$ cat config.mk
export PLATFORM = sky130hd
export DESIGN_NAME = vram_dma_ctrl
export DESIGN_NICKNAME = d
export VERILOG_FILES = /design/src/rtl/vram_dma_pkg.sv /design/src/rtl/vram_port_arb.sv /design/src/rtl/vram_dma_ctrl.sv
export SDC_FILE = /design/constraint.sdc
export NUM_CORES = 1
export LEC_CHECK = 0
export BUFFER_PORTS_ARGS = -buffer_cell sky130_fd_sc_hd__buf_2
export CAP_MARGIN = 20
export CORE_MARGIN = 10
export CORE_UTILIZATION = 25
export DETAILED_ROUTE_END_ITERATION = 12
export GPL_TIMING_DRIVEN = 0
export PLACE_DENSITY_LB_ADDON = 0.08
export SLEW_MARGIN = 25
export SYNTH_ARGS = -nofsm -noshare
export SYNTH_HDL_FRONTEND = slang
export SYNTH_SLANG_ARGS = --single-unit
$ cat constraint.sdc
create_clock -name clk_i -period 2 [get_ports clk_i]
set_input_delay 0.4 -clock clk_i [delete_from_list [all_inputs] [get_ports clk_i]]
set_output_delay 0.4 -clock clk_i [all_outputs]
set_load 0.01 [all_outputs]
$ cat src/rtl/vram_dma_pkg.sv
// vram_dma_pkg: shared constants and types for the VRAM DMA controller.
//   - 12-bit VRAM address width, 8-bit data width, 3-bit register offset width
//   - register offsets, CTRL bit positions, FSM state encoding
//   - vram_req_t: one VRAM port request (enable, write, address, write data)
// Optional feature macro: VRAM_DMA_COPY_EN (adds the copy states).
package vram_dma_pkg;

    localparam int unsigned ADDR_W = 12;
    localparam int unsigned DATA_W = 8;
    localparam int unsigned REG_AW = 3;
    localparam int unsigned HI_W   = ADDR_W - DATA_W;

    localparam logic [REG_AW-1:0] OFS_SRC_LO = 3'd0;
    localparam logic [REG_AW-1:0] OFS_SRC_HI = 3'd1;
    localparam logic [REG_AW-1:0] OFS_DST_LO = 3'd2;
    localparam logic [REG_AW-1:0] OFS_DST_HI = 3'd3;
    localparam logic [REG_AW-1:0] OFS_LEN_LO = 3'd4;
    localparam logic [REG_AW-1:0] OFS_LEN_HI = 3'd5;
    localparam logic [REG_AW-1:0] OFS_FILL   = 3'd6;
    localparam logic [REG_AW-1:0] OFS_CTRL   = 3'd7;

    localparam int unsigned CTRL_START  = 0;
    localparam int unsigned CTRL_MODE   = 1;
    localparam int unsigned CTRL_IRQ_EN = 2;
    localparam int unsigned CTRL_DONE   = 6;
    localparam int unsigned CTRL_BUSY   = 7;

    typedef enum logic [2:0] {
`ifdef VRAM_DMA_COPY_EN
        ST_COPY_RD   = 3'd2,
        ST_COPY_WAIT = 3'd3,
        ST_COPY_WR   = 3'd4,
`endif
        ST_IDLE      = 3'd0,
        ST_FILL_WR   = 3'd1
    } state_t;

    typedef struct packed {
        logic              en;
        logic              we;
        logic [ADDR_W-1:0] addr;
        logic [DATA_W-1:0] din;
    } vram_req_t;

endpackage

$ cat src/rtl/vram_port_arb.sv
// vram_port_arb: fixed-priority VRAM port mux, CPU always wins.
//   cpu_req_i   - CPU VRAM request
//   dma_req_i   - DMA VRAM request (en=0 when the DMA has nothing to do)
//   port_req_c  - request presented to VRAM (combinational)
//   dma_grant_c - DMA request reaches VRAM this cycle (combinational)
module vram_port_arb
    import vram_dma_pkg::*;
(
    input  vram_req_t cpu_req_i,
    input  vram_req_t dma_req_i,
    output vram_req_t port_req_c,
    output logic      dma_grant_c
);

    // CPU passes straight through; an idle port is forced fully quiet.
    always_comb begin
        port_req_c  = '0;
        dma_grant_c = 1'b0;
        if (cpu_req_i.en) begin
            port_req_c = cpu_req_i;
        end else if (dma_req_i.en) begin
            port_req_c  = dma_req_i;
            dma_grant_c = 1'b1;
        end
    end

endmodule

$ cat src/rtl/vram_dma_ctrl.sv
// vram_dma_ctrl: CPU-programmed VRAM fill (and optional copy) DMA engine.
//   clk_i, rst_i                       - clock, synchronous active-high reset
//   reg_en_i, we_i, addr_i, din_i      - CPU register bus; dout_o read data (1-cycle latency)
//   cpu_vram_*_i                       - CPU VRAM request, has priority over the DMA
//   vram_*_o, vram_dout_i              - arbitrated VRAM port, read data 1 cycle after a read
//   busy_o, irq_o                      - transfer in progress, completion interrupt
// Optional feature macro: VRAM_DMA_COPY_EN enables copy mode and the SRC registers.
module vram_dma_ctrl
    import vram_dma_pkg::*;
(
    input  logic              clk_i,
    input  logic              rst_i,
    input  logic              reg_en_i,
    input  logic              we_i,
    input  logic [REG_AW-1:0] addr_i,
    input  logic [DATA_W-1:0] din_i,
    output logic [DATA_W-1:0] dout_o,
    input  logic              cpu_vram_en_i,
    input  logic              cpu_vram_we_i,
    input  logic [ADDR_W-1:0] cpu_vram_addr_i,
    input  logic [DATA_W-1:0] cpu_vram_din_i,
    output logic              vram_en_o,
    output logic              vram_we_o,
    output logic [ADDR_W-1:0] vram_addr_o,
    output logic [DATA_W-1:0] vram_din_o,
    input  logic [DATA_W-1:0] vram_dout_i,
    output logic              busy_o,
    output logic              irq_o
);

    state_t            r_state,   w_state;
    logic [ADDR_W-1:0] r_dst,     w_dst;
    logic [ADDR_W-1:0] r_len,     w_len;
    logic [ADDR_W-1:0] r_dst_cnt, w_dst_cnt;
    logic [ADDR_W-1:0] r_len_cnt, w_len_cnt;
    logic [DATA_W-1:0] r_fill,    w_fill;
    logic [DATA_W-1:0] r_dout,    w_dout;
    logic              r_irq_en,  w_irq_en;
    logic              r_done,    w_done;
    logic              r_irq,     w_irq;
`ifdef VRAM_DMA_COPY_EN
    logic [ADDR_W-1:0] r_src,     w_src;
    logic [ADDR_W-1:0] r_src_cnt, w_src_cnt;
    logic [DATA_W-1:0] r_data,    w_data;
    logic              r_mode,    w_mode;
`else
    logic              w_unused_dout;
    assign w_unused_dout = ^vram_dout_i;
`endif

    vram_req_t         w_cpu_req, w_dma_req, w_port;
    logic              w_grant;
    logic              w_busy;
    logic              w_reg_wr;
    logic              w_start;
    logic [DATA_W-1:0] w_ctrl_rd;

    assign w_busy   = (r_state != ST_IDLE);
    assign w_reg_wr = reg_en_i & we_i;
    assign w_start  = w_reg_wr && (addr_i == OFS_CTRL) && din_i[CTRL_START] && !w_busy;

    assign w_cpu_req.en   = cpu_vram_en_i;
    assign w_cpu_req.we   = cpu_vram_we_i;
    assign w_cpu_req.addr = cpu_vram_addr_i;
    assign w_cpu_req.din  = cpu_vram_din_i;

    // DMA request depends on state only, keeping the grant path loop-free.
    always_comb begin
        w_dma_req = '0;
        case (r_state)
            ST_FILL_WR: begin
                w_dma_req.en   = 1'b1;
                w_dma_req.we   = 1'b1;
                w_dma_req.addr = r_dst_cnt;
                w_dma_req.din  = r_fill;
            end
`ifdef VRAM_DMA_COPY_EN
            ST_COPY_RD: begin
                w_dma_req.en   = 1'b1;
                w_dma_req.addr = r_src_cnt;
            end
            ST_COPY_WR: begin
                w_dma_req.en   = 1'b1;
                w_dma_req.we   = 1'b1;
                w_dma_req.addr = r_dst_cnt;
                w_dma_req.din  = r_data;
            end
`endif
            default: ;
        endcase
    end

    vram_port_arb u_arb (
        .cpu_req_i   (w_cpu_req),
        .dma_req_i   (w_dma_req),
        .port_req_c  (w_port),
        .dma_grant_c (w_grant)
    );

    assign vram_en_o   = w_port.en;
    assign vram_we_o   = w_port.we;
    assign vram_addr_o = w_port.addr;
    assign vram_din_o  = w_port.din;

    // CTRL readback image.
    always_comb begin
        w_ctrl_rd              = '0;
        w_ctrl_rd[CTRL_BUSY]   = w_busy;
        w_ctrl_rd[CTRL_DONE]   = r_done;
        w_ctrl_rd[CTRL_IRQ_EN] = r_irq_en;
`ifdef VRAM_DMA_COPY_EN
        w_ctrl_rd[CTRL_MODE]   = r_mode;
`endif
    end

    // Register decode, FSM next state and datapath next values.
    always_comb begin
        w_state   = r_state;
        w_dst     = r_dst;
        w_len     = r_len;
        w_dst_cnt = r_dst_cnt;
        w_len_cnt = r_len_cnt;
        w_fill    = r_fill;
        w_dout    = r_dout;
        w_irq_en  = r_irq_en;
        w_done    = r_done;
`ifdef VRAM_DMA_COPY_EN
        w_src     = r_src;
        w_src_cnt = r_src_cnt;
        w_data    = r_data;
        w_mode    = r_mode;
`endif

        // Config registers are frozen during a transfer; CTRL is always writable.
        if (w_reg_wr) begin
            case (addr_i)
`ifdef VRAM_DMA_COPY_EN
                OFS_SRC_LO: if (!w_busy) w_src[DATA_W-1:0]      = din_i;
                OFS_SRC_HI: if (!w_busy) w_src[ADDR_W-1:DATA_W] = din_i[HI_W-1:0];
`endif
                OFS_DST_LO: if (!w_busy) w_dst[DATA_W-1:0]      = din_i;
                OFS_DST_HI: if (!w_busy) w_dst[ADDR_W-1:DATA_W] = din_i[HI_W-1:0];
                OFS_LEN_LO: if (!w_busy) w_len[DATA_W-1:0]      = din_i;
                OFS_LEN_HI: if (!w_busy) w_len[ADDR_W-1:DATA_W] = din_i[HI_W-1:0];
                OFS_FILL:   if (!w_busy) w_fill                 = din_i;
                OFS_CTRL: begin
                    w_irq_en = din_i[CTRL_IRQ_EN];
`ifdef VRAM_DMA_COPY_EN
                    w_mode   = din_i[CTRL_MODE];
`endif
                    if (din_i[CTRL_DONE]) w_done = 1'b0;
                end
                default: ;
            endcase
        end

        // Completion below sets DONE after the clear, so a same-cycle set wins.
        case (r_state)
            ST_IDLE: begin
                if (w_start) begin
                    if (r_len == '0) begin
                        w_done = 1'b1;
                    end else begin
                        w_dst_cnt = r_dst;
                        w_len_cnt = r_len;
`ifdef VRAM_DMA_COPY_EN
                        w_src_cnt = r_src;
                        w_state   = din_i[CTRL_MODE] ? ST_COPY_RD : ST_FILL_WR;
`else
                        w_state   = ST_FILL_WR;
`endif
                    end
                end
            end
            ST_FILL_WR: begin
                if (w_grant) begin
                    w_dst_cnt = r_dst_cnt + ADDR_W'(1);
                    w_len_cnt = r_len_cnt - ADDR_W'(1);
                    if (r_len_cnt == ADDR_W'(1)) begin
                        w_state = ST_IDLE;
                        w_done  = 1'b1;
                    end
                end
            end
`ifdef VRAM_DMA_COPY_EN
            ST_COPY_RD: begin
                if (w_grant) w_state = ST_COPY_WAIT;
            end
            // Read data belongs to our read regardless of what the CPU does now.
            ST_COPY_WAIT: begin
                w_data  = vram_dout_i;
                w_state = ST_COPY_WR;
            end
            ST_COPY_WR: begin
                if (w_grant) begin
                    w_src_cnt = r_src_cnt + ADDR_W'(1);
                    w_dst_cnt = r_dst_cnt + ADDR_W'(1);
                    w_len_cnt = r_len_cnt - ADDR_W'(1);
                    if (r_len_cnt == ADDR_W'(1)) begin
                        w_state = ST_IDLE;
                        w_done  = 1'b1;
                    end else begin
                        w_state = ST_COPY_RD;
                    end
                end
            end
`endif
            default: w_state = ST_IDLE;
        endcase

        w_irq = w_done & w_irq_en;

        // Register read port.
        if (reg_en_i && !we_i) begin
            case (addr_i)
`ifdef VRAM_DMA_COPY_EN
                OFS_SRC_LO: w_dout = r_src[DATA_W-1:0];
                OFS_SRC_HI: w_dout = DATA_W'(r_src[ADDR_W-1:DATA_W]);
`else
                OFS_SRC_LO: w_dout = '0;
                OFS_SRC_HI: w_dout = '0;
`endif
                OFS_DST_LO: w_dout = r_dst[DATA_W-1:0];
                OFS_DST_HI: w_dout = DATA_W'(r_dst[ADDR_W-1:DATA_W]);
                OFS_LEN_LO: w_dout = r_len[DATA_W-1:0];
                OFS_LEN_HI: w_dout = DATA_W'(r_len[ADDR_W-1:DATA_W]);
                OFS_FILL:   w_dout = r_fill;
                default:    w_dout = w_ctrl_rd;
            endcase
        end
    end

    // State and register update.
    always_ff @(posedge clk_i) begin
        if (rst_i) begin
            r_state   <= ST_IDLE;
            r_dst     <= '0;
            r_len     <= '0;
            r_dst_cnt <= '0;
            r_len_cnt <= '0;
            r_fill    <= '0;
            r_dout    <= '0;
            r_irq_en  <= 1'b0;
            r_done    <= 1'b0;
            r_irq     <= 1'b0;
`ifdef VRAM_DMA_COPY_EN
            r_src     <= '0;
            r_src_cnt <= '0;
            r_data    <= '0;
            r_mode    <= 1'b0;
`endif
        end else begin
            r_state   <= w_state;
            r_dst     <= w_dst;
            r_len     <= w_len;
            r_dst_cnt <= w_dst_cnt;
            r_len_cnt <= w_len_cnt;
            r_fill    <= w_fill;
            r_dout    <= w_dout;
            r_irq_en  <= w_irq_en;
            r_done    <= w_done;
            r_irq     <= w_irq;
`ifdef VRAM_DMA_COPY_EN
            r_src     <= w_src;
            r_src_cnt <= w_src_cnt;
            r_data    <= w_data;
            r_mode    <= w_mode;
`endif
        end
    end

    assign dout_o = r_dout;
    assign busy_o = w_busy;
    assign irq_o  = r_irq;

endmodule

==> reports/metrics.cfg <==
[status]
status=complete, no violations

[logic_synthesis]
synth_flop_cell=dfxtp_1
yosysWarnings=0
ys_top_cells_by_area=dfxtp_1, mux2i_1, nand2_1, o21ai_0, nor2_1
synth_edf_count=0
synthCells=478
netlist_area_sq_um=3730
ys_types=57
avgSynthCellArea_sq_um=7.80
ys_seq_area_frac=0.365
synth-seq-cells=68
yosysTopAreaCell=dfxtp_1
synth_fp_nets=526
yosysTopAreaCellShare=0.365
async_flop_share=0

[setup_path]
arrival_ns=2.25
path_delay_family=simple AND/OR/NAND/NOR gates
cpMaxStageDelayCell=or4_4
crit_top_cell=or4_4
crit_path_start_kind=register
max_stage_delay_ns=0.56
critPathBufInv=0
end_kind=register
required_ns=2.26
worstSetupPathType=register to register
crit_chain=or4_4 > or4_4 > or4_4 > a41oi_2
path_max_fanout=4

[sta]
hold_viol=0
tightest_slew_ns=0.718
skew_ns=0.00670
min_period_ns=1.99
maxSlewViolCount=0
layout_setup_ws_ns=0.0135
rsz0062_at_grt=true
fmax_mhz=503
fin_setup_tns_ns=0
period_share=0.993
setup-violations-final=0
max_slew_margin=0.521

[cts]
cts_inserted_buffers=9
clkLatencyLatePin_ns=0.33
clkTransAtPathRegs_ns=0.06
root_buffer=clkbuf_16
cts.sink_count=68
h-tree-depth=3
clk_path_buf_depth=2
cts_tree=built

[floorplanning]
start_util=0.256
die_w_um=142
die_h_um=142
top_level_ports=77
rows=44
dieArea_sq_um=20200
coreArea_sq_um=14600

[routing]
drcViolationCount=0
drt-pass1-iter-count=5
detailroute.via_count=3818
ant_nets=0
viasPerCell=5.08
avgRoutedWirePerCell_um=19.5
routed_wl_mm=14.6
dr.first_iter.drc_count=315

[grt]
grt_pass1_vias=3810
grt_usage=0.143
grt_max_degree=12
antenna_found_initial=0
gr-total-overflow=0
grt_pass1_wl_mm=22.5

[power_and_ir_drop]
power_density_nw_per_um2=684
irDropWorstVdd_mv=0.308
p_leak_uw=0.00192
p_total_uw=3310

[cells_and_area]
nets=610
syn_to_final_growth_pct=29.9
drive_gt1_frac=0.236
diodes=0

[place]
place_ws_ns=-0.769
portBuffers=65
routabilityCongestion=0.852
dp_hpwl_mm=10.8

[min_path]
min_path_type=primary input to register

[job]
drv_cap=0

-- kinds of logic after synthesis --
kind of cell / after synthesis / synth area share
and+or+nand+nor: 207 / 0.265
AOI/OAI and AO/OA: 111 / 0.190
DFF: 68 / 0.365
muxes: 45 / 0.123
buffers and inverters: 43 / 0.0446
adders and majority gates: 3 / 0.0101
xor gates and xnor gates: 1 / 0.00235
-- metal layers --
metal	up-vias	wire length, um	global-route usage	part of all wire
li1	1889	-	-	-
met1	1802	7010	0.192	0.48
met2	114	6460	0.223	0.44
met3	13	934	0.0267	0.064
met4	0	216	0.0479	0.015
met5	-	0	0	0
-- repair_timing --
| item | CTS | global route |
|---|---|---|
| pin swaps | 2 | 3 |
| gates resized for setup | 38 | 20 |
| endpoints found under the setup margin | 57 | 27 |
| hold buffers | 0 | 0 |
| buffers inserted | 9 | 1 |
-- tightest hold or removal path: cells and delay by family --
| kind | cells | cell delay [ns] |
|---|---|---|
| simple gates | 1 | 0.07 |
| mux | 1 | 0.07 |
| buf+inv | 1 | 0.11 |
-- sequential cells by signal (all words and copies together) (netlist names) --
name,count
r_len_cnt,12
r_state,1
r_dst,12
irq_o,1
r_irq_en,1
r_done,1
r_fill,8
dout_o,8
r_dst_cnt,12
r_len,12
-- layout make-up --
class / count / area (sq um)
Timing Repair Buffer: 75 / 407
Sequential cell: 68 / 1370
Clock buffer: 12 / 256
Multi-Input combinational cell: 367 / 2240
Fill cell: 1549 / 9740
Tap cell: 184 / 230
Clock inverter: 4 / 47.5
Inverter: 6 / 22.5
Buffer: 35 / 272
-- power by group --
part | internal [uW] | switching, uW
combinational | 112 | 192
sequential | 1370 | 15.2
clock | 1030 | 595
total | 2510 | 802
-- worst paths after layout --
kind         slack [ns]                  startpoint                          to  depth (start not counted)
max reg2reg        0.01   r_len_cnt[7]$_SDFFE_PP0P_  r_len_cnt[11]$_SDFFE_PP0P_                          4
max                0.01   r_len_cnt[7]$_SDFFE_PP0P_  r_len_cnt[11]$_SDFFE_PP0P_                          4
min reg2reg        0.49  r_len_cnt[10]$_SDFFE_PP0P_  r_len_cnt[10]$_SDFFE_PP0P_                          2
min                0.35                    din_i[5]       r_dst[5]$_SDFFE_PP0P_                          3
-- placed cells by master, fill, tap and decap left out, types with 4 or more instances in the layout --
master,instances
o21ai_0,39
dfxtp_1,66
a221oi_1,4
a31oi_1,4
nand3_1,10
buf_4,11
clkbuf_1,17
a22o_1,4
a211oi_1,5
or3_1,4
nor2b_1,6
a21oi_1,19
buf_2,67
nand3b_1,4
a22oi_1,4
mux2i_1,39
nand2b_1,6
nor3_1,14
nor4_1,6
or4_1,4
o221ai_1,4
inv_1,5
nor2_1,53
o21ai_1,7
clkbuf_16,14
clkbuf_2,7
nand2_1,74
mux2_2,6
-- cells in the mapped netlist (all sizes together) (2+ instances only) --
library cell  count
nand3            10
o221ai            4
a31o              2
nor2b             6
nor4b             2
mux2              6
a21oi            19
nor4              8
nor2             55
nand2b            6
o211ai            3
dfxtp            68
nand4             3
a31oi             4
inv               5
or4               7
a22oi             4
clkbuf           31
buf               6
a2bb2oi           2
a221oi            4
nand2            75
nand3b            4
nor3b             2
nor3             15
and2              2
or2               2
and3              2
a22o              4
o311a             2
mux2i            39
ha                3
o21ai            47
a211oi            5
or3               4
-- through the flow --
step | std cells | utilization | area (sq um) | hold WS (ns)
final | 751 | 0.332 | 4840 | 0.350
after global routing | 751 | 0.332 | 4840 | 0.366
after CTS | 750 | 0.330 | 4810 | 0.350
after detailed placement | 727 | 0.294 | 4290 | 0.476
after global placement | 727 | 0.294 | 4290 | 0.470
after floorplan | 478 | - | 3730 | 0.443
Note: power is estimated with default switching activity, not from simulation.
